File: src/rtl/instr_mem_loader_pkg.sv
// Shared definitions for the instruction memory loader: FSM states and
// word/byte geometry used by the loader and its word assembler.
package instr_mem_loader_pkg;

  localparam int WORD_NUM_DEF   = 32;
  localparam int BYTES_PER_WORD = 4;

  typedef enum logic [1:0] {
    IDLE  = 2'd0,
    LOAD  = 2'd1,
    WRITE = 2'd2,
    DONE  = 2'd3
  } state_e;

endpackage

File: src/rtl/instr_mem_loader_word_assembler.sv
// Packs a big-endian byte stream into 32-bit words; the first byte of a word
// ends up in bits [31:24].
module word_assembler
  import instr_mem_loader_pkg::*;
(
  input  logic        clk_i,
  input  logic        rst_ni,
  input  logic        clear_i,
  input  logic        push_i,
  input  logic [7:0]  byte_i,
  output logic [31:0] word_o,
  output logic        full_o
);

  logic [23:0] shift_q, shift_d;
  logic [1:0]  cnt_q, cnt_d;

  // word_o already includes the byte being pushed, so the completed word can
  // be captured on the same edge that accepts the fourth byte.
  assign word_o = {shift_q, byte_i};
  assign full_o = push_i && (cnt_q == 2'(BYTES_PER_WORD - 1));

  always_comb begin
    shift_d = shift_q;
    cnt_d   = cnt_q;
    if (clear_i) begin
      shift_d = '0;
      cnt_d   = '0;
    end else if (push_i) begin
      shift_d = word_o[23:0];
      cnt_d   = cnt_q + 2'd1;
    end
  end

  always_ff @(posedge clk_i or negedge rst_ni) begin
    if (!rst_ni) begin
      shift_q <= '0;
      cnt_q   <= '0;
    end else begin
      shift_q <= shift_d;
      cnt_q   <= cnt_d;
    end
  end

endmodule

File: src/rtl/instr_mem_loader.sv
// Loads a program image from a byte stream into instruction memory, one
// 32-bit word per write strobe, holding the CPU while the load runs.
module instr_mem_loader
  import instr_mem_loader_pkg::*;
#(
  parameter int WORD_NUM = WORD_NUM_DEF,
  parameter int LEN_W    = 6
) (
  input  logic             clk_i,
  input  logic             rst_i,
  input  logic             start_i,
  input  logic [LEN_W-1:0] len_i,
  input  logic [7:0]       byte_i,
  input  logic             byte_valid_i,
  output logic             byte_ready_o,
  output logic             wr_en_o,
  output logic [31:0]      wr_addr_o,
  output logic [31:0]      wr_data_o,
  output logic             busy_o,
  output logic             cpu_hold_o,
  output logic             done_o,
  output logic             err_o
);

  localparam logic [31:0] WORD_NUM_U = 32'(WORD_NUM);

  state_e           state_q, state_d;
  logic [LEN_W-1:0] len_q, len_d;
  logic [LEN_W-1:0] word_idx_q, word_idx_d;
  logic [31:0]      wr_addr_q, wr_addr_d;
  logic [31:0]      wr_data_q, wr_data_d;
  logic             err_q, err_d;

  logic             transfer;
  logic             len_ok;
  logic             asm_clear;
  logic             asm_full;
  logic [31:0]      asm_word;

  assign transfer = byte_valid_i && (state_q == LOAD);
  assign len_ok   = (len_i != '0) && (32'(len_i) <= WORD_NUM_U);

  word_assembler u_word_assembler (
    .clk_i   (clk_i),
    .rst_ni  (rst_i),
    .clear_i (asm_clear),
    .push_i  (transfer),
    .byte_i  (byte_i),
    .word_o  (asm_word),
    .full_o  (asm_full)
  );

  // Any start_i that does not begin a load is reported; outside IDLE it is
  // otherwise ignored so a running load is never disturbed.
  always_comb begin
    state_d    = state_q;
    len_d      = len_q;
    word_idx_d = word_idx_q;
    wr_addr_d  = wr_addr_q;
    wr_data_d  = wr_data_q;
    err_d      = 1'b0;
    asm_clear  = 1'b0;
    case (state_q)
      IDLE: begin
        if (start_i) begin
          if (len_ok) begin
            len_d      = len_i;
            word_idx_d = '0;
            asm_clear  = 1'b1;
            state_d    = LOAD;
          end else begin
            err_d = 1'b1;
          end
        end
      end
      LOAD: begin
        err_d = start_i;
        if (asm_full) begin
          wr_addr_d = 32'({word_idx_q, 2'b00});
          wr_data_d = asm_word;
          state_d   = WRITE;
        end
      end
      WRITE: begin
        err_d = start_i;
        if (word_idx_q + LEN_W'(1) == len_q) begin
          state_d = DONE;
        end else begin
          word_idx_d = word_idx_q + LEN_W'(1);
          state_d    = LOAD;
        end
      end
      DONE: begin
        err_d   = start_i;
        state_d = IDLE;
      end
      default: state_d = IDLE;
    endcase
  end

  always_ff @(posedge clk_i or negedge rst_i) begin
    if (!rst_i) begin
      state_q    <= IDLE;
      len_q      <= '0;
      word_idx_q <= '0;
      wr_addr_q  <= '0;
      wr_data_q  <= '0;
      err_q      <= 1'b0;
    end else begin
      state_q    <= state_d;
      len_q      <= len_d;
      word_idx_q <= word_idx_d;
      wr_addr_q  <= wr_addr_d;
      wr_data_q  <= wr_data_d;
      err_q      <= err_d;
    end
  end

  assign byte_ready_o = (state_q == LOAD);
  assign wr_en_o      = (state_q == WRITE);
  assign done_o       = (state_q == DONE);
  assign busy_o       = (state_q != IDLE);
  assign cpu_hold_o   = busy_o;
  assign err_o        = err_q;
  assign wr_addr_o    = wr_addr_q;
  assign wr_data_o    = wr_data_q;

endmodule

File: config.mk
export PLATFORM = sky130hd
export DESIGN_NAME = instr_mem_loader
export DESIGN_NICKNAME = d
export VERILOG_FILES = /design/src/rtl/instr_mem_loader_pkg.sv /design/src/rtl/instr_mem_loader_word_assembler.sv /design/src/rtl/instr_mem_loader.sv
export SDC_FILE = /design/constraint.sdc
export NUM_CORES = 1
export LEC_CHECK = 0
export CAP_MARGIN = 20
export CORE_MARGIN = 2
export CORE_UTILIZATION = 49
export CTS_BUF_LIST = sky130_fd_sc_hd__clkbuf_4 sky130_fd_sc_hd__clkbuf_8 sky130_fd_sc_hd__clkbuf_16
export DETAILED_ROUTE_END_ITERATION = 10
export PLACE_DENSITY = 0.8
export SLEW_MARGIN = 20
export SYNTH_ARGS = -nofsm -noshare
export SYNTH_HDL_FRONTEND = slang
export SYNTH_SLANG_ARGS = --single-unit
File: constraint.sdc
create_clock -name clk_i -period 2.57 [get_ports clk_i]
set_input_delay 0.3855 -clock clk_i [delete_from_list [all_inputs] [get_ports clk_i]]
set_output_delay 0.3855 -clock clk_i [all_outputs]
set_load 0.05 [all_outputs]
==> flow_summary.ini, run 1 <==
[run_status]
status = complete, no violations

[sta]
min_period_ns = 2.332
min_period_over_period_pct = 90.73
setup_viol = 0
hold_slack_ns = 0.1764
max_freq_ghz = 0.4288
fin_skew_ns = 0.01003
relSlewSlack_pct = 34.83
drv_slew = 0
max_slew.worst_pin.slew_ns = 0.9775
grt_setup_unrepaired = false
hold_viol = 0
setup_tns_ns = 0
worst_slack_ns = 0.2381

[synthesis]
async_flop_share_pct = 100.0
ys_seq_area_share_pct = 56.29
synth_largest_area_cell = dfrtp_1
synth_area_leaders = dfrtp_1, mux2_2, buf_4
synth_area_um2 = 3512
yosys_warnings = 0
synth-main-ff-cell = dfrtp_1
syn_inst = 303
ys_types = 38
synth_xor_xnor_area_share_pct = 2.244
synthAdderAreaFrac_pct = 0.7125
synth_compound_gate_area_share_pct = 7.766
synth_mux_area_share_pct = 13.79
synth.top_cell.area_share_pct = 56.29
synth_edf_count = 0
synth_top_family_by_area = multiplexers
synth.avg_cell_area_um2 = 11.59
ys_seq_elements = 79
synth-simple-area-share_pct = 11.01

[critical_path]
r2r-start = word_idx_q[0]
timing_worst_setup_path_type = reg2reg
setup.worst_path.start_class = flip-flop
cp-end-kind = flip-flop
cp_max_fo = 6
cp_data_arrival_time_ns = 2.57
startpoint = word_idx_q[0]
required_ns = 2.80

[drt]
met2_length_mm = 3.210
dr.pass1.iters = 4
drtIter0Drc = 118
avgViaCountPerCell = 5.006
wl_met1_mm = 2.962
drc = 0
met3_length_um = 377
wl_per_cell_um = 14.35
wirelength_mm = 6.718
ant_nets = 0
vias = 2343
top_layer = met4

[clock_tree]
cts_max_level = 3
cts_tree = done
cts_sinks = 79
cts_setup_buffers = 0
cts_buffer_depth = 2
cts_buffers = 9
cts_root_buf = clkbuf_8
path_clk_slew_ns = 0.08
clock_latency_ns = 0.35

[finish]
final_cells = 468
drive_above_1_share_pct = 20.43
stdcell_area_um2 = 4329
n_antenna_cell = 0
nets = 387
area_growth_pct = 23.26
postLayoutCoreUtil_pct = 63.02

[placement]
gp_congestion = 0.7809
io_buffers = 61
hpwlAfterDp_mm = 4.560
placed_cells = 452
placed_area_um2 = 4124
dp_slack_ns = -0.03264

[global_routing]
grt_pass1_vias = 2277
overflow = 0
grt_pass1_wl_mm = 10.81
grt_usage_pct = 18.25
grt_max_degree = 80
antenna_found_initial = 0

[die]
rows = 30
fp.coreArea_um2 = 6869
start_util_pct = 51.13
pin_count = 88
die_h_um = 88.66
die_x_um = 88.66
dieArea_um2 = 7861

[flow_run]
cap_viol_max_count = 0

[min_path]
hold_class = in2async

[power]
irDropWorstVdd_v = 0.0007204
power.leakage_nw = 2.015
p_total_mw = 5.401
power.density_nw_per_um2 = 1248
[logic make-up after synthesis]
family                     count (synthesis)
and+or+nand+nor                           82
DFF                                       79
buffers and inverters                     45
muxes                                     43
AOI/OAI and AO/OA                         42
xor gates and xnor gates                   9
adders and majority gates                  2
other                                      1
[report_power, final]
part	total, mW	internal, mW	switching [mW]	leakage [nW]
clock network	0.932	0.458	0.473	0.104
logic	2.44	0.902	1.54	0.883
registers	2.03	1.72	0.310	1.03
total	5.40	3.08	2.32	2.02
[worst paths after layout]
| path | endpoint | cells past startpoint | slack (ns) |
|---|---|---|---|
| max | word_idx_q[2] | 6 | 0.24 |
| min in group clk_i | wr_data_o[30] | 1 | 0.51 |
| max in group asynchronous | wr_data_o[29] | 1 | 1.76 |
| min reg2reg | wr_data_o[30] | 1 | 0.51 |
| min | len_q[2] | 1 | 0.18 |
| max reg2reg | word_idx_q[2] | 6 | 0.24 |
[Yosys cell counts, drive strengths merged (2+ instances only)]
cell type	n
dfrtp	79
nand2	55
mux2	43
buf	36
a21oi	25
nor3	6
o21ai	6
xnor2	6
inv	5
and3	4
clkbuf	4
a221o	3
nand3	3
nor2	3
xor2	3
and2	2
ha	2
o21a	2
[repair_timing]
item / CTS / global route
gates resized for setup: 0 / 1
setup endpoints to repair: 0 / 1
hold buffers: 0 / 0
[worst max-delay path, cell delays in order (launching register included)]
cell	delay [ns]
dfrtp_1	0.48
ha_1	0.30
nor4bb_1	0.29
a2111oi_0	0.09
nand4b_1	0.33
or2_2	0.40
a221o_1	0.33
[layer usage]
layer,GRT usage (%),up-vias
met4,8.402,0
met1,23.60,1137
li1,-,1107
met2,27.82,83
met3,6.250,16
met5,0,-
[cell usage in the layout, fill, tap and decap left out, types with 2 or more instances in the layout]
cell,synthesis,layout
and3_1,4,4
buf_4,30,8
nand3_1,3,3
and2_1,2,2
xnor2_1,6,6
nor2_1,3,3
ha_1,2,2
nand2_1,55,54
a221o_1,3,3
conb_1,1,26
xor2_1,3,3
clkdlybuf4s50_1,0,59
clkbuf_8,0,9
inv_1,5,5
mux2_2,43,43
inv_6,0,2
nor3_1,6,6
dfrtp_1,79,79
clkinv_4,0,3
a21oi_1,25,25
o21ai_0,5,5
[flip-flops by register name, summed over array words and instances, names as in the netlist]
signal                    cells
wr_addr_o                     6
len_q                         6
word_idx_q                    6
wr_data_o                    32
u_word_assembler.cnt_q        2
u_word_assembler.shift_q     24
err_o                         1
state_q                       2
[area by class of cell]
class | count | area [µm²]
Timing Repair Buffer | 68 | 663.1
Clock buffer | 9 | 123.9
Fill cell | 559 | 2540
Tap cell | 96 | 120.1
Clock inverter | 7 | 78.83
Sequential cell | 79 | 1977
Inverter | 5 | 18.77
Multi-Input combinational cell | 204 | 1348
Power figures use the tool's default switching activity.
==> run 2, diff against run 1 <==
--- a/config.mk
+++ b/config.mk
@@ -7,11 +7,12 @@
 export LEC_CHECK = 0
 export CAP_MARGIN = 20
 export CORE_MARGIN = 2
-export CORE_UTILIZATION = 49
+export CORE_UTILIZATION = 38
 export CTS_BUF_LIST = sky130_fd_sc_hd__clkbuf_4 sky130_fd_sc_hd__clkbuf_8 sky130_fd_sc_hd__clkbuf_16
 export DETAILED_ROUTE_END_ITERATION = 10
-export PLACE_DENSITY = 0.8
+export GPL_TIMING_DRIVEN = 0
 export SLEW_MARGIN = 20
 export SYNTH_ARGS = -nofsm -noshare
 export SYNTH_HDL_FRONTEND = slang
+export SYNTH_HIERARCHICAL = 1
 export SYNTH_SLANG_ARGS = --single-unit
==> flow_summary.ini, run 2 <==
[min_path]
hold_class = reg2reg

[global_routing]
grt_pass1_vias = 2257
overflow = 0
grt_max_degree = 49
grt_usage_pct = 14.51
antenna_found_initial = 0
grt_pass1_wl_mm = 11.52

[synthesis]
synth_area_um2 = 3689
ys_types = 46
synth_most_common_cell = dfrtp_1
synth_area_leaders = dfrtp_1, mux2_1, buf_4
synth-main-ff-cell = dfrtp_1
synth_common_cells = dfrtp_1, mux2_1, buf_4, nor2_1, mux2i_1
syn_inst = 287
ys_seq_area_share_pct = 53.60
synth_largest_area_cell = dfrtp_1
async_flop_share_pct = 100.0
ys_seq_elements = 79
synth_edf_count = 0
synth.avg_cell_area_um2 = 12.85
yosys_warnings = 6
synth.top_cell.area_share_pct = 53.60

[clock_tree]
cts_setup_buffers = 0
cts_buffer_depth = 2
cts_max_level = 3
clock_latency_ns = 0.34
path_clk_slew_ns = 0.07
cts_sinks = 79
cts_buffers = 9
cts_root_buf = clkbuf_8
cts_tree = done

[drt]
wl_met1_mm = 3.324
dr.pass1.iters = 4
ant_nets = 0
wirelength_mm = 7.019
drtIter0Drc = 111
avgViaCountPerCell = 4.430
wl_per_cell_um = 13.52
met3_length_um = 289
drc = 0
top_layer = met4
met2_length_mm = 3.319
vias = 2299

[sta]
relSlewSlack_pct = 55.87
grt_setup_unrepaired = false
drv_slew = 0
max_slew.worst_pin.slew_ns = 0.6620
min_period_ns = 2.441
max_freq_ghz = 0.4096
hold_viol = 0
fin_skew_ns = 0.01229
min_period_over_period_pct = 94.99
setup_viol = 0

[critical_path]
cp-end-kind = output pin
required_ns = 2.18
max_stage_delay_ns = 0.84
cp_max_fo = 7
cp_cell_sequence = nand2b_1, inv_1, clkdlybuf4s50_1
timing_worst_setup_path_type = reg2out
cp_data_arrival_time_ns = 2.06
setup.worst_path.start_class = flip-flop
cp_slowest_cell = clkdlybuf4s50_1

[finish]
stdcell_area_um2 = 4758
n_antenna_cell = 0
final_cells = 519
area_growth_pct = 29.00
postLayoutCoreUtil_pct = 51.01
largest_reg_flops = 32
layout_commonest_cell = dfrtp_1
mostFrequentLayoutCells = dfrtp_1, clkdlybuf4s50_1, mux2_1, buf_4, nor2_1
multi_input_area_um2 = 1429
drive_above_1_share_pct = 19.74
seqCellArea_um2 = 1977
nets = 406
nFillCells = 858

[placement]
io_buffers = 61
placed_area_um2 = 4582
placed_cells = 503
hpwlAfterDp_mm = 5.146
gp_congestion = 0.8294

[power]
p_total_mw = 5.812
power.density_nw_per_um2 = 1221
power.leakage_nw = 2.323
irDropWorstVdd_v = 0.0006005

[die]
pin_count = 88
die_h_um = 102.5
start_util_pct = 39.54
rows = 35
fp.coreArea_um2 = 9328
die_x_um = 102.5
dieArea_um2 = 10510

[run_status]
status = complete, no violations

[flow_run]
cap_viol_max_count = 0
## run 2: critical path: cells and delay by family (launching register included)
family	cells	cell delay, ns
flip-flops	1	0.40
AND/OR/NAND/NOR	1	0.24
buffers and inverters	2	1.08
## run 2: cell families after synthesis
logic type,after synthesis,synth area share (%)
flip-flops,79,53.60
multiplexers,69,20.83
AND/OR/NAND/NOR,57,8.379
buffers and inverters,54,10.28
AO/OA/AOI/OAI,15,3.257
XOR/XNOR,10,2.884
adder cells (fa/ha/maj),2,0.6783
other,1,0.1017
## run 2: what timing repair did
item                                   in CTS  in global routing
resized for setup                           0                  0
hold buffers                                1                  0
endpoints found under the hold margin      31                  0
## run 2: metrics by stage
stage | setup WS (ns) | setup TNS [ns] | hold WS [ns]
2_1_floorplan | 0.2252 | 0 | 0.08991
3_3_place_gp | -1.727 | -138.70 | 0.4722
3_5_place_dp | -0.2253 | -3.072 | 0.3600
4_1_cts | 0.1130 | 0 | 0.4979
5_1_grt | 0.02400 | 0 | 0.5128
6_report | 0.1286 | 0 | 0.4929
## run 2: path summary, 6_finish.rpt
check,cells past startpoint,slack (ns),end,start
setup / recovery,3,0.13,wr_en_o,state_q[0]
hold / removal,2,0.49,wr_addr_o[4],wr_addr_o[4]
setup reg to reg,9,0.21,wr_addr_o[7],state_q[0]
hold reg to reg,2,0.49,wr_addr_o[4],wr_addr_o[4]
max in group asynchronous,3,1.48,wr_addr_o[4],rst_i
min in group asynchronous,2,0.51,wr_data_o[14],rst_i
## run 2: metal layers
| metal | up-vias | GRT usage (%) |
|---|---|---|
| met5 | - | 0 |
| met4 | 0 | 6.154 |
| met3 | 5 | 3.322 |
| met2 | 56 | 22.93 |
| met1 | 1122 | 19.30 |
| li1 | 1116 | - |
## run 2: power by group
part,internal [mW],switching [mW]
combinational,1.13,1.76
sequential,1.77,0.342
clock,0.358,0.453
## run 2: area by class of cell
cell class                 instances  area share (%)
clock inverter                     5          0.7363
buffer                            47           7.415
sequential                        79           41.55
tap                              129           3.392
clock buffer                      10           2.761
timing repair buffer              63           13.57
inverter                           7          0.5522
multi-input combinational        179           30.03
